==> config.mk <==
export PLATFORM = sky130hd
export DESIGN_NAME = decode_stage
export DESIGN_NICKNAME = d
export VERILOG_FILES = /design/src/rtl/decode_stage.sv
export SDC_FILE = /design/constraint.sdc
export NUM_CORES = 1
export LEC_CHECK = 0
export ABC_AREA = 1
export CAP_MARGIN = 20
export CORE_ASPECT_RATIO = 0.75
export CORE_MARGIN = 2
export CORE_UTILIZATION = 36
export CTS_CLUSTER_SIZE = 30
export DETAILED_ROUTE_END_ITERATION = 12
export GPL_TIMING_DRIVEN = 0
export PLACE_DENSITY = 0.84
export SYNTH_ARGS = -nofsm -noshare
export SYNTH_HDL_FRONTEND = slang
export SYNTH_SLANG_ARGS = --single-unit
export TNS_END_PERCENT = 100
==> constraint.sdc <==
create_clock -name clk -period 1.18 [get_ports clk]
set_input_delay 0.236 -clock clk [delete_from_list [all_inputs] [get_ports clk]]
set_output_delay 0.236 -clock clk [all_outputs]
set_load 0.1 [all_outputs]
==> src/rtl/decode_stage.sv <==
// rtl/decode_stage.sv - RISC-V instruction decode stage with valid/ready output slot
//
// Purpose: decodes the IF/ID instruction, drives register-file read addresses,
// captures the returned operands and registers the decoded fields into a single
// valid/ready output slot towards ID/EX.
//
// Build option: DECODE_SCOREBOARD_EN adds a 32-entry pending-write scoreboard
// that stalls RAW hazards until writeback reports completion. Without it,
// wb_valid/wb_rd are ignored and the stage never interlocks.
//
// Ports:
//   clk, reset                 clock, synchronous active-high reset
//   in_valid/in_ready          upstream handshake
//   instruction, in_pc         instruction word and its address
//   readReg1/2, readData1/2    register-file read port (async read)
//   wb_valid, wb_rd            writeback completion report
//   flush                      kill the instruction held in the output slot
//   out_valid/out_ready        downstream handshake
//   out_pc, out_rs1_data, out_rs2_data, out_imm, out_rd, out_opcode,
//   out_funct3, out_funct7b5, out_RegWrite, out_illegal   registered decode
module decode_stage #(
  parameter int DATA_W = 32
) (
  input  logic              clk,
  input  logic              reset,
  input  logic              in_valid,
  output logic              in_ready,
  input  logic [31:0]       instruction,
  input  logic [DATA_W-1:0] in_pc,
  output logic [4:0]        readReg1,
  output logic [4:0]        readReg2,
  input  logic [DATA_W-1:0] readData1,
  input  logic [DATA_W-1:0] readData2,
  input  logic              wb_valid,
  input  logic [4:0]        wb_rd,
  input  logic              flush,
  output logic              out_valid,
  input  logic              out_ready,
  output logic [DATA_W-1:0] out_pc,
  output logic [DATA_W-1:0] out_rs1_data,
  output logic [DATA_W-1:0] out_rs2_data,
  output logic [DATA_W-1:0] out_imm,
  output logic [4:0]        out_rd,
  output logic [6:0]        out_opcode,
  output logic [2:0]        out_funct3,
  output logic              out_funct7b5,
  output logic              out_RegWrite,
  output logic              out_illegal
);

  localparam logic [6:0] OP_R      = 7'b0110011;
  localparam logic [6:0] OP_IMM    = 7'b0010011;
  localparam logic [6:0] OP_LOAD   = 7'b0000011;
  localparam logic [6:0] OP_STORE  = 7'b0100011;
  localparam logic [6:0] OP_BRANCH = 7'b1100011;
  localparam logic [6:0] OP_LUI    = 7'b0110111;
  localparam logic [6:0] OP_AUIPC  = 7'b0010111;
  localparam logic [6:0] OP_JAL    = 7'b1101111;
  localparam logic [6:0] OP_JALR   = 7'b1100111;

  logic [6:0]        opcode;
  logic [4:0]        rd;
  logic [4:0]        rs1;
  logic [4:0]        rs2;
  logic [31:0]       imm32;
  logic [DATA_W-1:0] imm_ext;
  logic              writes;
  logic              use_rs1;
  logic              use_rs2;
  logic              illegal;
  logic              reg_write;
  logic              hazard;
  logic              accept;

  assign opcode   = instruction[6:0];
  assign rd       = instruction[11:7];
  assign rs1      = instruction[19:15];
  assign rs2      = instruction[24:20];
  assign readReg1 = rs1;
  assign readReg2 = rs2;

  // Immediates are assembled at 32 bits, then sign-extended once to DATA_W.
  always_comb begin
    imm32   = '0;
    writes  = 1'b0;
    use_rs1 = 1'b0;
    use_rs2 = 1'b0;
    illegal = 1'b0;
    case (opcode)
      OP_R: begin
        writes  = 1'b1;
        use_rs1 = 1'b1;
        use_rs2 = 1'b1;
      end
      OP_IMM, OP_LOAD, OP_JALR: begin
        writes  = 1'b1;
        use_rs1 = 1'b1;
        imm32   = {{20{instruction[31]}}, instruction[31:20]};
      end
      OP_STORE: begin
        use_rs1 = 1'b1;
        use_rs2 = 1'b1;
        imm32   = {{20{instruction[31]}}, instruction[31:25], instruction[11:7]};
      end
      OP_BRANCH: begin
        use_rs1 = 1'b1;
        use_rs2 = 1'b1;
        imm32   = {{19{instruction[31]}}, instruction[31], instruction[7],
                   instruction[30:25], instruction[11:8], 1'b0};
      end
      OP_LUI, OP_AUIPC: begin
        writes = 1'b1;
        imm32  = {instruction[31:12], 12'b0};
      end
      OP_JAL: begin
        writes = 1'b1;
        imm32  = {{11{instruction[31]}}, instruction[31], instruction[19:12],
                  instruction[20], instruction[30:21], 1'b0};
      end
      default: illegal = 1'b1;
    endcase
  end

  assign imm_ext   = DATA_W'($signed(imm32));
  assign reg_write = writes && (rd != 5'd0);
  assign in_ready  = !hazard && (!out_valid || out_ready);
  assign accept    = in_valid && in_ready;

`ifdef DECODE_SCOREBOARD_EN
  logic [31:0] pending;
  logic [31:0] pending_next;
  logic        hazard_rs1;
  logic        hazard_rs2;

  // A writeback landing this cycle is already visible on readData through the
  // register file's write-through, so it does not need to stall.
  assign hazard_rs1 = use_rs1 && (rs1 != 5'd0) && pending[rs1] && !(wb_valid && wb_rd == rs1);
  assign hazard_rs2 = use_rs2 && (rs2 != 5'd0) && pending[rs2] && !(wb_valid && wb_rd == rs2);
  assign hazard     = hazard_rs1 || hazard_rs2;

  // Clears are applied first so a same-cycle set of the same register wins.
  always_comb begin
    pending_next = pending;
    if (wb_valid) pending_next[wb_rd] = 1'b0;
    if (flush && out_valid && out_RegWrite) pending_next[out_rd] = 1'b0;
    if (accept && reg_write) pending_next[rd] = 1'b1;
    pending_next[0] = 1'b0;
  end

  always_ff @(posedge clk) begin
    if (reset) pending <= '0;
    else       pending <= pending_next;
  end
`else
  logic unused_sb;
  assign unused_sb = ^{wb_valid, wb_rd, use_rs1, use_rs2};
  assign hazard    = 1'b0;
`endif

  // A flush coinciding with an accept still loads the new instruction.
  always_ff @(posedge clk) begin
    if (reset) begin
      out_valid    <= 1'b0;
      out_pc       <= '0;
      out_rs1_data <= '0;
      out_rs2_data <= '0;
      out_imm      <= '0;
      out_rd       <= '0;
      out_opcode   <= '0;
      out_funct3   <= '0;
      out_funct7b5 <= 1'b0;
      out_RegWrite <= 1'b0;
      out_illegal  <= 1'b0;
    end else if (accept) begin
      out_valid    <= 1'b1;
      out_pc       <= in_pc;
      out_rs1_data <= readData1;
      out_rs2_data <= readData2;
      out_imm      <= imm_ext;
      out_rd       <= rd;
      out_opcode   <= opcode;
      out_funct3   <= instruction[14:12];
      out_funct7b5 <= instruction[30];
      out_RegWrite <= reg_write;
      out_illegal  <= illegal;
    end else if (flush || out_ready) begin
      out_valid <= 1'b0;
    end
  end

endmodule

==> metrics.md <==
| Metric | Value |
|---|---|
| Status | complete, but fails checks |
| Violated checks | setup timing |
| Hpwl dp | 15200 µm |
| Fin. Hold Viols | 0 |
| Area growth, synth to finish | 136% |
| Fmax | 658 MHz |
| Total gr overflow | 0 |
| Bufs and invs on worst path | 6 |
| Min-delay worst type | primary input to flip-flop |
| Initial antenna violation count | 3 |
| # port buffers | 290 |
| Max-slew violation count | 0 |
| Placeable Area | 15400 µm² |
| CP max-delay cell | clkdlybuf4s50_1 |
| CTS tree | built |
| Sw frac | 0.385 |
| Routed vias | 7558 |
| Avg Vias per Cell | 5.42 |
| Ranking of synthesized cells by area | dfxtp_1 (51%), nor2_1 (14%), o21ai_0 (10%) |
| Ys Warns | 0 |
| Gpl congestion | 0.904 |
| Power consumption | 17.7 mW |
| Clock network power share | 0.309 |
| Worst-Skew Late Latency | 430 ps |
| Syn nets | 912 |
| Post-synth cell types | 25 |
| Arr. time, crit path | 1840 ps |
| Maximum VDD drop | 1.07 mV |
| Final worst slack | -339 ps |
| Largest net degree at the start of global routing | 17 |
| CTS Buf Count | 17 |
| Register bit total from synthesis | 147 |
| Critical Path Stages | 11 |
| Synth Instances | 773 |
| Clk buf depth | 2 |
| DRT iter0 DRCs | 596 |
| Slew headroom | 0.531 |
| Starting Density | 0.373 |
| Cell taking the most area after synthesis | dfxtp_1 |
| Final period utilization | 1.29 |
| Crit-path leading delay family | buffers and inverters |
| Clk root buf | clkbuf_16 |
| Unrepaired setup endpoints after global routing | true |
| Critical path fanouts, max | 5 |
| Final wirelength | 33500 µm |
| Most common cell after layout, fill and taps aside | buf_12 |
| Slowest stage delay, CP | 500 ps |
| Placed cell area | 8970 µm² |
| Vias in the first global route | 7057 |
| Setup Skew | 8.16 ps |
| Antenna viol nets, final | 0 |
| Fin area | 13500 µm² |
| Pwr/cell area | 1310 nW/µm² |
| CTS Hold Bufs | 0 |
| Most frequent cells in the layout | buf_12 (167), nor2_1 (156), clkdlybuf4s50_1 (112) |
| Layout Nets | 1315 |
| Die height | 113 µm |
| Clk pin slew, worst setup/hold paths | 70 ps |
| Worst-margin pin slew | 703 ps |
| Row cnt | 39 |
| DIE AREA | 17000 µm² |
| Endpoint class of the critical path | flip-flop |
| Internal power | 10.9 mW |
| Worst path required time | 1500 ps |
| Clock sinks | 147 |
| Sequential power share | 0.321 |
| Synthesized cell area | 5750 µm² |
| CP Launch Type | primary input |
| Kind of critical path | primary input to flip-flop |
| Reg2reg path depth | 9 |
| Share of post-route cells with drive strength above 1 | 0.569 |
| GRT Util Overall | 0.306 |
| Max-capacitance violation count | 0 |
| P_sw | 6.84 mW |
| Top Ports | 297 |
| Pre-CTS setup slack | -1100 ps |
| Min Tclk post-route | 1520 ps |
| Min Hold Slack | 291 ps |
| Drt wl/cell | 24.0 µm |
| CP Cell Sequence | clkdlybuf4s50_1, inv_2, nand2_8, nand2_8, clkinv_8, buf_8, buf_8, nand2_2, inv_1, nand2_1, a21oi_1 |
| Hold Path Stages | 3 |
| Leak | 5.79 nW |
| Yosys top cell area share | 0.512 |
| Seq/Total Area, Yosys | 0.512 |
| H-tree levels | 4 |
| Die width | 150 µm |
| Global-route wire length before repair | 39500 µm |
| Gate power share | 0.370 |
| Average cell area after synthesis | 7.44 µm² |
| Setup violators final | 293 |
| DR DRC count | 0 |
| Drt first pass iters | 7 |
==> per-layer routing <==
layer | routed length, µm | track usage | up-vias
met5 | 13 | 0 | -
met4 | 1700 | 0.132 | 2
met3 | 3520 | 0.122 | 138
met2 | 17000 | 0.536 | 511
met1 | 11300 | 0.328 | 3621
li1 | - | - | 3286
==> tightest hold or removal path: stages <==
cell and delay, ps:
dlygate4sd2_1 280, inv_2 80, a21oi_1 60
==> power by group through the flow <==
stage               clock network (mW)  logic (mW)  registers, mW
floorplan                            0       0.881           7.88
global placement                     0        4.57           5.54
detailed placement                   0        4.60           5.56
CTS                               5.35        5.79           5.70
global route                      5.73        6.72           5.71
finish                            5.49        6.57           5.69
==> synth_stat cells <==
| master | count |
|---|---|
| nor2_2 | 1 |
| inv_2 | 5 |
| nand2_4 | 2 |
| a21oi_2 | 2 |
| buf_4 | 23 |
| o21ai_1 | 1 |
| a21oi_1 | 38 |
| nand2_2 | 14 |
| o21a_1 | 1 |
| inv_1 | 21 |
| nor3_1 | 1 |
| dfxtp_1 | 147 |
| nor2_4 | 2 |
| o21ai_0 | 116 |
| buf_2 | 8 |
| nand3_4 | 1 |
| nand3_1 | 21 |
| o211ai_1 | 1 |
| buf_8 | 1 |
| nand3_2 | 2 |
| nand4_1 | 1 |
| nor2_1 | 222 |
| clkbuf_1 | 26 |
| buf_6 | 2 |
| nand2_1 | 114 |
==> per-stage QoR <==
| stage | setup TNS, ps | std cells | util |
|---|---|---|---|
| after floorplan | -43980 | 773 | - |
| after global placement | -175050 | 1268 | 0.582 |
| after detailed placement | -178430 | 1268 | 0.582 |
| after CTS | -8830 | 1329 | 0.790 |
| after global routing | -27070 | 1395 | 0.879 |
| final | -19820 | 1395 | 0.879 |
==> flip-flops by register name (all words and copies together) (netlist names) <==
register and cells:
out_imm 32, out_pc 32, out_rs1_data 32, out_rs2_data 32, out_opcode 7, out_rd 5, out_funct3 3, out_RegWrite 1
out_funct7b5 1, out_illegal 1, out_valid 1
==> area by class of cell <==
| class | instances | area, µm² |
|---|---|---|
| Multi-Input combinational cell | 542 | 3180 |
| Sequential cell | 147 | 3280 |
| Clock inverter | 13 | 125 |
| Tap cell | 205 | 256 |
| Buffer | 56 | 664 |
| Clock buffer | 18 | 450 |
| Timing Repair Buffer | 386 | 5480 |
| Antenna cell | 2 | 5.00 |
| Inverter | 26 | 113 |
| Fill cell | 643 | 1870 |
==> cells by family after synthesis <==
logic type,share of synthesized area
simple gates,0.270
compound gates,0.141
flops,0.512
buf+inv,0.0775
==> final timing paths <==
kind	startpoint	to	slack, ps
worst max register to register	out_valid	out_imm[10]	-330
worst max-delay path	out_ready	out_imm[10]	-340
worst min register to register	out_imm[19]	out_imm[19]	490
worst min-delay path	instruction[3]	out_opcode[3]	290
==> repair_timing <==
action,CTS,global route
endpoints found under the setup margin,305,295
gates resized for setup,1822,252
buffers inserted,20,59
pin swaps,16,10
gates cloned,10,9
Power figures use the tool's default switching activity.
